===== src/rtl/nested_loop_pkg.sv =====
// Shared encodings and default widths for the nested-loop configuration
// controller and its register file.
package nested_loop_pkg;

  localparam int DEF_NUM_MAX_LOOPS     = 7;
  localparam int DEF_LOG_NUM_MAX_LOOPS = 3;
  localparam int DEF_BASE_WIDTH        = 32;
  localparam int DEF_NUM_ITER_WIDTH    = 32;
  localparam int DEF_DATA_WIDTH        = 32;
  localparam int DEF_MASK_CYCLES       = 3;

  // Command opcodes carried on cfg_op.
  typedef enum logic [1:0] {
    OP_SET_BASE   = 2'd0,
    OP_SET_ITER   = 2'd1,
    OP_SET_STRIDE = 2'd2,
    OP_START      = 2'd3
  } cfg_op_e;

  // Controller FSM states.
  typedef enum logic [1:0] {
    IDLE   = 2'd0,
    LAUNCH = 2'd1,
    RUN    = 2'd2,
    DONE   = 2'd3
  } state_e;

endpackage


===== src/rtl/nested_loop_cfg_regs.sv =====
// Loop configuration register file: one base register plus a stride and an
// iteration count per loop level, written by level index. Outputs are the
// registers themselves, flattened with level i at slice [i*W +: W].
module nested_loop_cfg_regs
  import nested_loop_pkg::*;
#(
  parameter int NUM_MAX_LOOPS     = DEF_NUM_MAX_LOOPS,
  parameter int LOG_NUM_MAX_LOOPS = DEF_LOG_NUM_MAX_LOOPS,
  parameter int BASE_WIDTH        = DEF_BASE_WIDTH,
  parameter int STRIDE_WIDTH      = BASE_WIDTH,
  parameter int NUM_ITER_WIDTH    = DEF_NUM_ITER_WIDTH,
  parameter int DATA_WIDTH        = DEF_DATA_WIDTH
) (
  input  logic                                    clk_i,
  input  logic                                    reset_i,
  input  logic                                    we_base_i,
  input  logic                                    we_iter_i,
  input  logic                                    we_stride_i,
  input  logic [LOG_NUM_MAX_LOOPS-1:0]            idx_i,
  input  logic [DATA_WIDTH-1:0]                   data_i,
  output logic [BASE_WIDTH-1:0]                   base_o,
  output logic [STRIDE_WIDTH*NUM_MAX_LOOPS-1:0]   stride_o,
  output logic [NUM_ITER_WIDTH*NUM_MAX_LOOPS-1:0] num_iter_o
);

  logic [BASE_WIDTH-1:0]     base_q;
  logic [STRIDE_WIDTH-1:0]   stride_q [NUM_MAX_LOOPS];
  logic [NUM_ITER_WIDTH-1:0] iter_q   [NUM_MAX_LOOPS];

  // Register writes; the caller only raises a level write enable for a legal
  // index, and the per-level compare keeps array indexing in range.
  always_ff @(posedge clk_i) begin
    if (reset_i) begin
      base_q <= '0;
      for (int i = 0; i < NUM_MAX_LOOPS; i++) begin
        stride_q[i] <= '0;
        iter_q[i]   <= '0;
      end
    end else begin
      if (we_base_i) begin
        base_q <= data_i[BASE_WIDTH-1:0];
      end
      for (int i = 0; i < NUM_MAX_LOOPS; i++) begin
        if (we_stride_i && (idx_i == LOG_NUM_MAX_LOOPS'(i))) begin
          stride_q[i] <= data_i[STRIDE_WIDTH-1:0];
        end
        if (we_iter_i && (idx_i == LOG_NUM_MAX_LOOPS'(i))) begin
          iter_q[i] <= data_i[NUM_ITER_WIDTH-1:0];
        end
      end
    end
  end

  assign base_o = base_q;

  for (genvar g = 0; g < NUM_MAX_LOOPS; g++) begin : g_flat
    assign stride_o[g*STRIDE_WIDTH +: STRIDE_WIDTH]       = stride_q[g];
    assign num_iter_o[g*NUM_ITER_WIDTH +: NUM_ITER_WIDTH] = iter_q[g];
  end

endmodule


===== src/rtl/nested_loop_cfg_ctrl.sv =====
// Programming-side controller for one nested-loop address generator.
// Collects configuration commands from the SIMD decoder, launches the
// generator on START, keeps it in loop mode until it reports done, then
// pulses done_pulse upstream.
//
// Command handshake: a command transfers on a rising edge where
// cfg_valid && cfg_ready are both high. cfg_ready is high only in IDLE;
// while it is low the upstream keeps cfg_valid, cfg_op, cfg_loop_idx and
// cfg_data stable, so a stalled command is taken in the first IDLE cycle.
module nested_loop_cfg_ctrl
  import nested_loop_pkg::*;
#(
  parameter int NUM_MAX_LOOPS     = DEF_NUM_MAX_LOOPS,
  parameter int LOG_NUM_MAX_LOOPS = DEF_LOG_NUM_MAX_LOOPS,
  parameter int BASE_WIDTH        = DEF_BASE_WIDTH,
  parameter int STRIDE_WIDTH      = BASE_WIDTH,
  parameter int NUM_ITER_WIDTH    = DEF_NUM_ITER_WIDTH,
  parameter int DATA_WIDTH        = DEF_DATA_WIDTH,
  parameter int MASK_CYCLES       = DEF_MASK_CYCLES
) (
  input  logic                                    clk,
  input  logic                                    reset,
  input  logic                                    cfg_valid,
  output logic                                    cfg_ready,
  input  logic [1:0]                              cfg_op,
  input  logic [LOG_NUM_MAX_LOOPS-1:0]            cfg_loop_idx,
  input  logic [DATA_WIDTH-1:0]                   cfg_data,
  output logic [BASE_WIDTH-1:0]                   base,
  output logic [STRIDE_WIDTH*NUM_MAX_LOOPS-1:0]   stride,
  output logic [NUM_ITER_WIDTH*NUM_MAX_LOOPS-1:0] num_iter,
  output logic                                    start_loop,
  output logic                                    in_nested_loop,
  input  logic                                    loop_done_in,
  output logic                                    busy,
  output logic                                    done_pulse,
  output logic                                    cfg_err,
  output state_e                                  dbg_state
);

  // Counter must be able to hold MASK_CYCLES itself (saturating value).
  localparam int MASK_W = (MASK_CYCLES < 1) ? 1 : $clog2(MASK_CYCLES + 1);

  state_e            state_q, state_d;
  logic [MASK_W-1:0] mask_cnt_q, mask_cnt_d;
  logic              cfg_ready_q, start_loop_q, in_loop_q, busy_q;
  logic              done_pulse_q, cfg_err_q, cfg_err_d;

  cfg_op_e           cmd_op;
  logic              cmd_acc;
  logic              idx_ok;
  logic              mask_open;
  logic              we_base, we_iter, we_stride;
  logic [31:0]       idx_ext;

  assign cmd_op  = cfg_op_e'(cfg_op);
  assign cmd_acc = cfg_valid && cfg_ready_q;
  assign idx_ext = 32'(cfg_loop_idx);
  assign idx_ok  = idx_ext < 32'(NUM_MAX_LOOPS);

  // The done input from the generator may still be high from the previous
  // run, so it is only trusted once the counter has saturated.
  assign mask_open = (mask_cnt_q == MASK_W'(MASK_CYCLES));

  // Decode accepted commands into register-file write strobes and the error pulse.
  always_comb begin
    we_base   = 1'b0;
    we_iter   = 1'b0;
    we_stride = 1'b0;
    cfg_err_d = 1'b0;
    if (cmd_acc) begin
      case (cmd_op)
        OP_SET_BASE:   we_base = 1'b1;
        OP_SET_ITER:   begin
          we_iter   = idx_ok;
          cfg_err_d = !idx_ok;
        end
        OP_SET_STRIDE: begin
          we_stride = idx_ok;
          cfg_err_d = !idx_ok;
        end
        default: ;
      endcase
    end
  end

  // Next-state logic and RUN-phase mask counter.
  always_comb begin
    state_d    = state_q;
    mask_cnt_d = mask_cnt_q;
    case (state_q)
      IDLE: begin
        if (cmd_acc && (cmd_op == OP_START)) begin
          state_d = LAUNCH;
        end
      end
      LAUNCH: begin
        state_d    = RUN;
        mask_cnt_d = '0;
      end
      RUN: begin
        if (mask_open) begin
          if (loop_done_in) begin
            state_d = DONE;
          end
        end else begin
          mask_cnt_d = mask_cnt_q + MASK_W'(1);
        end
      end
      DONE: begin
        state_d = IDLE;
      end
      default: begin
        state_d = IDLE;
      end
    endcase
  end

  // State, counter and registered outputs derived from the next state.
  always_ff @(posedge clk) begin
    if (reset) begin
      state_q      <= IDLE;
      mask_cnt_q   <= '0;
      cfg_ready_q  <= 1'b1;
      start_loop_q <= 1'b0;
      in_loop_q    <= 1'b0;
      busy_q       <= 1'b0;
      done_pulse_q <= 1'b0;
      cfg_err_q    <= 1'b0;
    end else begin
      state_q      <= state_d;
      mask_cnt_q   <= mask_cnt_d;
      cfg_ready_q  <= (state_d == IDLE);
      start_loop_q <= (state_d == LAUNCH);
      in_loop_q    <= (state_d == RUN);
      busy_q       <= (state_d != IDLE);
      done_pulse_q <= (state_d == DONE);
      cfg_err_q    <= cfg_err_d;
    end
  end

  nested_loop_cfg_regs #(
    .NUM_MAX_LOOPS     (NUM_MAX_LOOPS),
    .LOG_NUM_MAX_LOOPS (LOG_NUM_MAX_LOOPS),
    .BASE_WIDTH        (BASE_WIDTH),
    .STRIDE_WIDTH      (STRIDE_WIDTH),
    .NUM_ITER_WIDTH    (NUM_ITER_WIDTH),
    .DATA_WIDTH        (DATA_WIDTH)
  ) u_regs (
    .clk_i       (clk),
    .reset_i     (reset),
    .we_base_i   (we_base),
    .we_iter_i   (we_iter),
    .we_stride_i (we_stride),
    .idx_i       (cfg_loop_idx),
    .data_i      (cfg_data),
    .base_o      (base),
    .stride_o    (stride),
    .num_iter_o  (num_iter)
  );

  assign cfg_ready      = cfg_ready_q;
  assign start_loop     = start_loop_q;
  assign in_nested_loop = in_loop_q;
  assign busy           = busy_q;
  assign done_pulse     = done_pulse_q;
  assign cfg_err        = cfg_err_q;
  assign dbg_state      = state_q;

endmodule


===== config.mk =====
export PLATFORM = sky130hd
export DESIGN_NAME = nested_loop_cfg_ctrl
export DESIGN_NICKNAME = d
export VERILOG_FILES = /design/src/rtl/nested_loop_pkg.sv /design/src/rtl/nested_loop_cfg_regs.sv /design/src/rtl/nested_loop_cfg_ctrl.sv
export SDC_FILE = /design/constraint.sdc
export NUM_CORES = 1
export LEC_CHECK = 0
export CORE_MARGIN = 4
export CORE_UTILIZATION = 37
export CTS_BUF_LIST = sky130_fd_sc_hd__clkbuf_4 sky130_fd_sc_hd__clkbuf_8
export DETAILED_ROUTE_END_ITERATION = 16
export PLACE_DENSITY = 0.72
export SLEW_MARGIN = 40
export SYNTH_ARGS = -nofsm -noshare
export SYNTH_HDL_FRONTEND = slang
export SYNTH_HIERARCHICAL = 1
export SYNTH_SLANG_ARGS = --single-unit

===== constraint.sdc =====
create_clock -name clk -period 4.3 [get_ports clk]
set_input_delay 0.645 -clock clk [delete_from_list [all_inputs] [get_ports clk]]
set_output_delay 0.645 -clock clk [all_outputs]
set_load 0.1 [all_outputs]

==> metrics.txt, run 1 <==
worst-skew pair later-pin latency 0.65 ns; final routed wire length divided by cell count 22.8 um; top_reg_cell synth sky130_fd_sc_hd__edfxtp_1; pin count of the biggest net entering global routing between 40 and 50; number of global-route vias before repair about 11000; count of vias placed by the detailed router 11300; Post-Synthesis Mean Instance Area 15.0 sq um; critical path capture point type flop; actual transition at the worst max-transition pin 0.882 ns; setup_tns 0 ns; count of cells resized by post-cts repair 0; commonest non-fill, non-tap cell in the layout sky130_fd_sc_hd__buf_2; Synth cell types 29; RSZ-0062 raised after global routing false; setup slack of the most critical reg-to-reg path 1.86 ns; first-pass GRT wire length 76.0 mm; CTS buffer count 80; fin crit period slightly above 3 ns; HPWL after detailed placement 38.0 mm; first-pass iteration count of the detailed router 5; IO Port Bufs 528; reg-to-reg critical path endpoint u_regs/stride_q[0][6]; number of enable-type register cells in the synthesized netlist 448; number of filler instances in the final layout 4142; # rows 79; worst hold endpoint dbg_state[0]; launch point of the worst hold path reset; count of cells along the worst register-to-register path 3; total die area a little over 50000 sq um; Routed WL 53.8 mm; Area Growth Syn to Fin 29.0%; type of the setup path with the least slack in -> reg; classification of the worst-slack hold path in -> reg; Post-Synthesis Cell Area 17400 sq um; number of warnings issued by yosys 6; CTS tree yes; number of nets in the synthesized netlist 1208; root buf cell sky130_fd_sc_hd__clkbuf_8; async set-reset flop share out of synthesis 0%; maxcap violations 0; crit path launch cfg_loop_idx[1]; initial antenna violation count 1; die boundary width 225 um; top library cells by usage in the layout, fill and taps aside sky130_fd_sc_hd__buf_2, sky130_fd_sc_hd__edfxtp_1, sky130_fd_sc_hd__nor2_1; synthesis-stage register bit count 490; number of levels the H-tree was split into 3; Final Hold Vio Count 0; post-route clock period utilization 70.8%; ratio of cells with drive above 1 in the final layout 39.3%; proportion of synthesized chip area in sequential cells 82.1%; area inside the core boundary 46600 sq um; worst hold path depth 2; buffer count from post-CTS setup fixing 0; residual overflow from global routing 0; final max-slew violation count 0; Iter 0 DRT Violations 894; DRC violations left 0; final worst hold slack 0.429 ns; hold buffers post-CTS 0; total clock sinks 490; starting utilization of the core area roughly 37%; routability congestion estimate from global placement 0.798; status complete, no violations; Post-DRT Antenna Nets 0; Die Height 225 um; crit path launch type primary input; Final #Nets 1749; arrival time reported for the critical path endpoint 3.33 ns; worst setup skew after layout between 0.015 and 0.02 ns; Max FO, Critical Path 32; number of instances in the synthesized netlist around 1200; Pwr per Cell Area 502 nW/um^2; clock-pin slew on the worst setup and hold paths 0.06 ns; maximum clock insertion buffer count 3; final number of setup-violating endpoints 0; Reg2Reg Launch Point cfg_ready; total routing usage reported by global routing roughly 21%; VDD IR-drop max 0.273 mV; peak clock frequency supported by timing 329 MHz; relative slew slack 41.2%; Leak Pwr 9.45 nW; via-per-instance ratio 4.80; antenna diode instance count 0; data required time at the worst endpoint approximately 4.6 ns; Boundary Pins 529
==> registers in the layout (all words and copies together), names as in the netlist <==
signal	cells
mask_cnt_q	2
busy	1
u_regs/base_o	32
dbg_state	2
cfg_ready	1
u_regs/iter_q	224
in_nested_loop	1
u_regs/stride_q	224
start_loop	1
cfg_err	1
done_pulse	1
==> layer usage <==
metal	GRT usage [%]	part of all wire (%)
met1	25.8	38
met2	33.7	49
met3	6.85	11
met4	7.27	2.6
met5	0	0.024
==> worst max-delay path: stages <==
cell,delay [ns]
sky130_fd_sc_hd__clkdlybuf4s50_1,0.75
sky130_fd_sc_hd__nand3_1,0.28
sky130_fd_sc_hd__and4_1,0.53
sky130_fd_sc_hd__or4b_2,0.69
sky130_fd_sc_hd__nand2b_4,0.39
==> cells in the mapped netlist, types with 5 or more instances <==
library cell,count,share of area [%]
sky130_fd_sc_hd__buf_1,20,0.43
sky130_fd_sc_hd__ha_1,8,0.57
sky130_fd_sc_hd__edfxtp_1,448,77
sky130_fd_sc_hd__clkbuf_1,51,1.1
sky130_fd_sc_hd__dfxtp_1,42,4.8
sky130_fd_sc_hd__inv_1,37,0.80
sky130_fd_sc_hd__buf_2,17,0.49
sky130_fd_sc_hd__nand2b_1,46,1.7
sky130_fd_sc_hd__nand4b_1,5,0.25
sky130_fd_sc_hd__nor2_2,9,0.32
sky130_fd_sc_hd__mux2i_1,33,1.9
sky130_fd_sc_hd__nor2_1,409,8.8
sky130_fd_sc_hd__nand4bb_1,6,0.39
==> power breakdown <==
| part | leakage (nW) | switching, mW | internal, mW |
|---|---|---|---|
| sequential | 4.97 | 0.0604 | 5.39 |
| combinational | 3.68 | 1.77 | 0.211 |
| clock | 0.799 | 1.75 | 2.10 |
| total | 9.45 | 3.59 | 7.69 |
==> worst max-delay path by stage <==
stage | to | slack (ns) | cells after the start
floorplan | u_regs/stride_q[0][0] | 1.14 | 4
global route | u_regs/iter_q[0][12] | 1.22 | 6
detailed placement | u_regs/stride_q[0][6] | 0.46 | 5
global placement | u_regs/stride_q[0][6] | 0.60 | 5
CTS | u_regs/stride_q[0][10] | 1.17 | 5
finish | u_regs/stride_q[0][6] | 1.26 | 5
==> stage by stage <==
step | cells | util (%) | setup WS [ns] | power, mW | cell area [sq um]
final | 2358 | 48.3 | 1.26 | 11.3 | 22500
after global routing | 2358 | 48.3 | 1.22 | 11.7 | 22500
after CTS | 2358 | 48.2 | 1.17 | 11.4 | 22400
after detailed placement | 2225 | 45.0 | 0.463 | 7.53 | 20900
after global placement | 2221 | 50.0 | 0.599 | 7.69 | 23300
after floorplan | 1159 | - | 1.14 | 7.13 | 17400
==> cell type report <==
type,count,area [sq um],area share [%]
Clock buffer,112,1370,6.08
Clock inverter,21,128,0.568
Inverter,37,139,0.618
Multi-Input combinational cell,540,2750,12.2
Sequential cell,490,14300,63.6
Tap cell,607,759,3.38
Timing Repair Buffer,551,3030,13.5
==> kinds of logic (layout without fill, tap and decap cells) <==
family	after synthesis	after routing	share of synthesized area, %
simple gates	491	491	12.1
flops	490	490	82.1
buf+inv	129	721	3.07
mux	33	33	1.90
fa+ha+maj	8	8	0.575
compound gates	8	8	0.302
Power figures use the tool's default switching activity.
==> inputs of run 2 (changes only) <==
PLACE_DENSITY = 0.74   (was 0.72)
clock period = 2.6 ns   (was 4.3 ns; I/O delays follow)
==> run 2 against run 1 <==
  * Largest cell class unchanged
  * Critical path type unchanged
  * Design area up 8.7%
  * Critical path depth is 2 higher
  * Highest routed layer is now met4
  * Global-route usage down 0.20 points
  * Routed wire length shrank 0.67%
  * Count of clock-buffer cells in the layout fell by 6
  * Worst setup slack got worse by 0.65 ns
  * Largest power group unchanged
  * Via count is 2.3% higher
  * First-iteration DRC count is 12% lower
  * Sequential share of layout area decreased by 5.1 points
  * Clock skew grew 0.0021 ns
  * Utilization grew 4.2 points
==> metrics.txt, run 2 (same netlist as run 1, synthesis figures left out) <==
ratio of cells with drive above 1 in the final layout 40.3%; pin count of the biggest net entering global routing 45; total routing usage reported by global routing 20.4%; die boundary width roughly 220 um; crit path launch type primary input; first-pass GRT wire length 76.1 mm; count of vias placed by the detailed router 11600; Worst path top cell family by delay simple AND/OR/NAND/NOR gates; CTS tree yes; DRC violations left 0; status complete, no violations; final number of setup-violating endpoints 0; ordered list of cells on the worst path clkdlybuf4s50_1 -> inv_1 -> ha_1 -> and4_1 -> or4b_1 -> nand2b_2 -> buf_12; Final Hold Vio Count 0; Die Height approximately 220 um; CP max stage delay approximately 0.54 ns; maxcap violations 0; relative slew slack between 40% and 50%; worst setup skew after layout between 0.015 and 0.02 ns; post-layout instance area 24400 sq um; VDD IR-drop max 0.542 mV; final routed wire length divided by cell count around 22 um; HPWL after detailed placement 38.0 mm; final design utilization 52.5%; count of cells resized by post-cts repair 0; Final #Nets 1813; arrival time reported for the critical path endpoint 2.34 ns; final max-slew violation count 0; Pwr per Cell Area 791 nW/um^2; total clock sinks 490; instance area at placement 22800 sq um; data required time at the worst endpoint 2.95 ns; CTS buffer count 81; critical path capture point type flop; Leak Pwr 10.1 nW; Post-DRT Antenna Nets 0; buffer count from post-CTS setup fixing 0; maximum clock insertion buffer count 3; slowest cell on the critical path sky130_fd_sc_hd__or4b_1; type of the setup path with the least slack in -> reg; initial antenna violation count 0; root buf cell sky130_fd_sc_hd__clkbuf_8; total die area 50600 sq um; area inside the core boundary 46600 sq um; fin crit period 1.99 ns; via-per-instance ratio 4.75; actual transition at the worst max-transition pin roughly 0.80 ns; Boundary Pins around 530; clock-pin slew on the worst setup and hold paths 0.06 ns; starting utilization of the core area 37.4%; hold buffers post-CTS 0; peak clock frequency supported by timing between 500 and 600 MHz; commonest non-fill, non-tap cell in the layout sky130_fd_sc_hd__buf_4; Max FO, Critical Path 19; # rows 79; routability congestion estimate from global placement ~0.84; antenna diode instance count 0; residual overflow from global routing 0; worst-skew pair later-pin latency around 0.65 ns; number of global-route vias before repair 11800; post-route clock period utilization about three quarters; number of buffers and inverters on the critical path 3; Routed WL 53.5 mm; number of levels the H-tree was split into 3; RSZ-0062 raised after global routing false; first-pass iteration count of the detailed router 5; classification of the worst-slack hold path in -> reg; Iter 0 DRT Violations 791; top library cells by usage in the layout, fill and taps aside sky130_fd_sc_hd__buf_4, sky130_fd_sc_hd__edfxtp_1, sky130_fd_sc_hd__nor2_1; Area Growth Syn to Fin 40.3%; IO Port Bufs 528
run 2: path summary, 6_finish.rpt:
check	from	endpoint	slack, ns	depth (start not counted)
worst max-delay path	cfg_op[1]	u_regs/iter_q[0][16]	0.61	7
worst min-delay path	reset	u_regs/base_o[0]	0.16	2
worst max register to register	cfg_ready	u_regs/iter_q[0][16]	0.70	4
worst min register to register	u_regs/base_o[0]	u_regs/base_o[0]	0.49	2
run 2: area by class of cell:
class	instances	area, sq um
clock buffers	106	1330
well taps	607	759
inverters	37	139
multi-input cells	540	2650
clock inverters	42	304
fillers	3838	22100
repair buffers	614	4950
flip-flops and latches	490	14300
run 2: where the power goes:
group,switching [mW],leakage (nW),internal (mW)
Sequential,0.113,4.97,8.90
Clock,3.08,0.861,3.68
Combinational,2.94,4.25,0.612
Total,6.14,10.1,13.2
run 2: through the flow:
| step | setup TNS [ns] | power, mW | hold WS (ns) | std cells | setup WS (ns) |
|---|---|---|---|---|---|
| after floorplan | 0 | 11.8 | 0.452 | 1159 | 0.139 |
| after global placement | -1.11 | 12.7 | 0.458 | 2288 | -0.0510 |
| after detailed placement | -0.622 | 12.7 | 0.485 | 2288 | -0.0269 |
| after CTS | 0 | 19.5 | 0.0721 | 2436 | 0.702 |
| after global routing | 0 | 20.0 | 0.134 | 2436 | 0.556 |
| final | 0 | 19.3 | 0.161 | 2436 | 0.607 |
run 2: worst reg2reg max path, cell delays in order (launching register included):
cell	delay, ns
sky130_fd_sc_hd__dfxtp_2	0.38
sky130_fd_sc_hd__and4_1	0.33
sky130_fd_sc_hd__or4b_1	0.54
sky130_fd_sc_hd__nand2b_2	0.17
sky130_fd_sc_hd__buf_12	0.18
run 2: routing by layer:
| metal | GRT usage (%) | up-vias | wire length (um) |
|---|---|---|---|
| met5 | 0 | - | 0 |
| li1 | - | 5176 | - |
| met2 | 34.1 | 593 | 26100 |
| met1 | 24.7 | 5696 | 20300 |
| met3 | 6.76 | 105 | 5400 |
| met4 | 7.77 | 0 | 1680 |
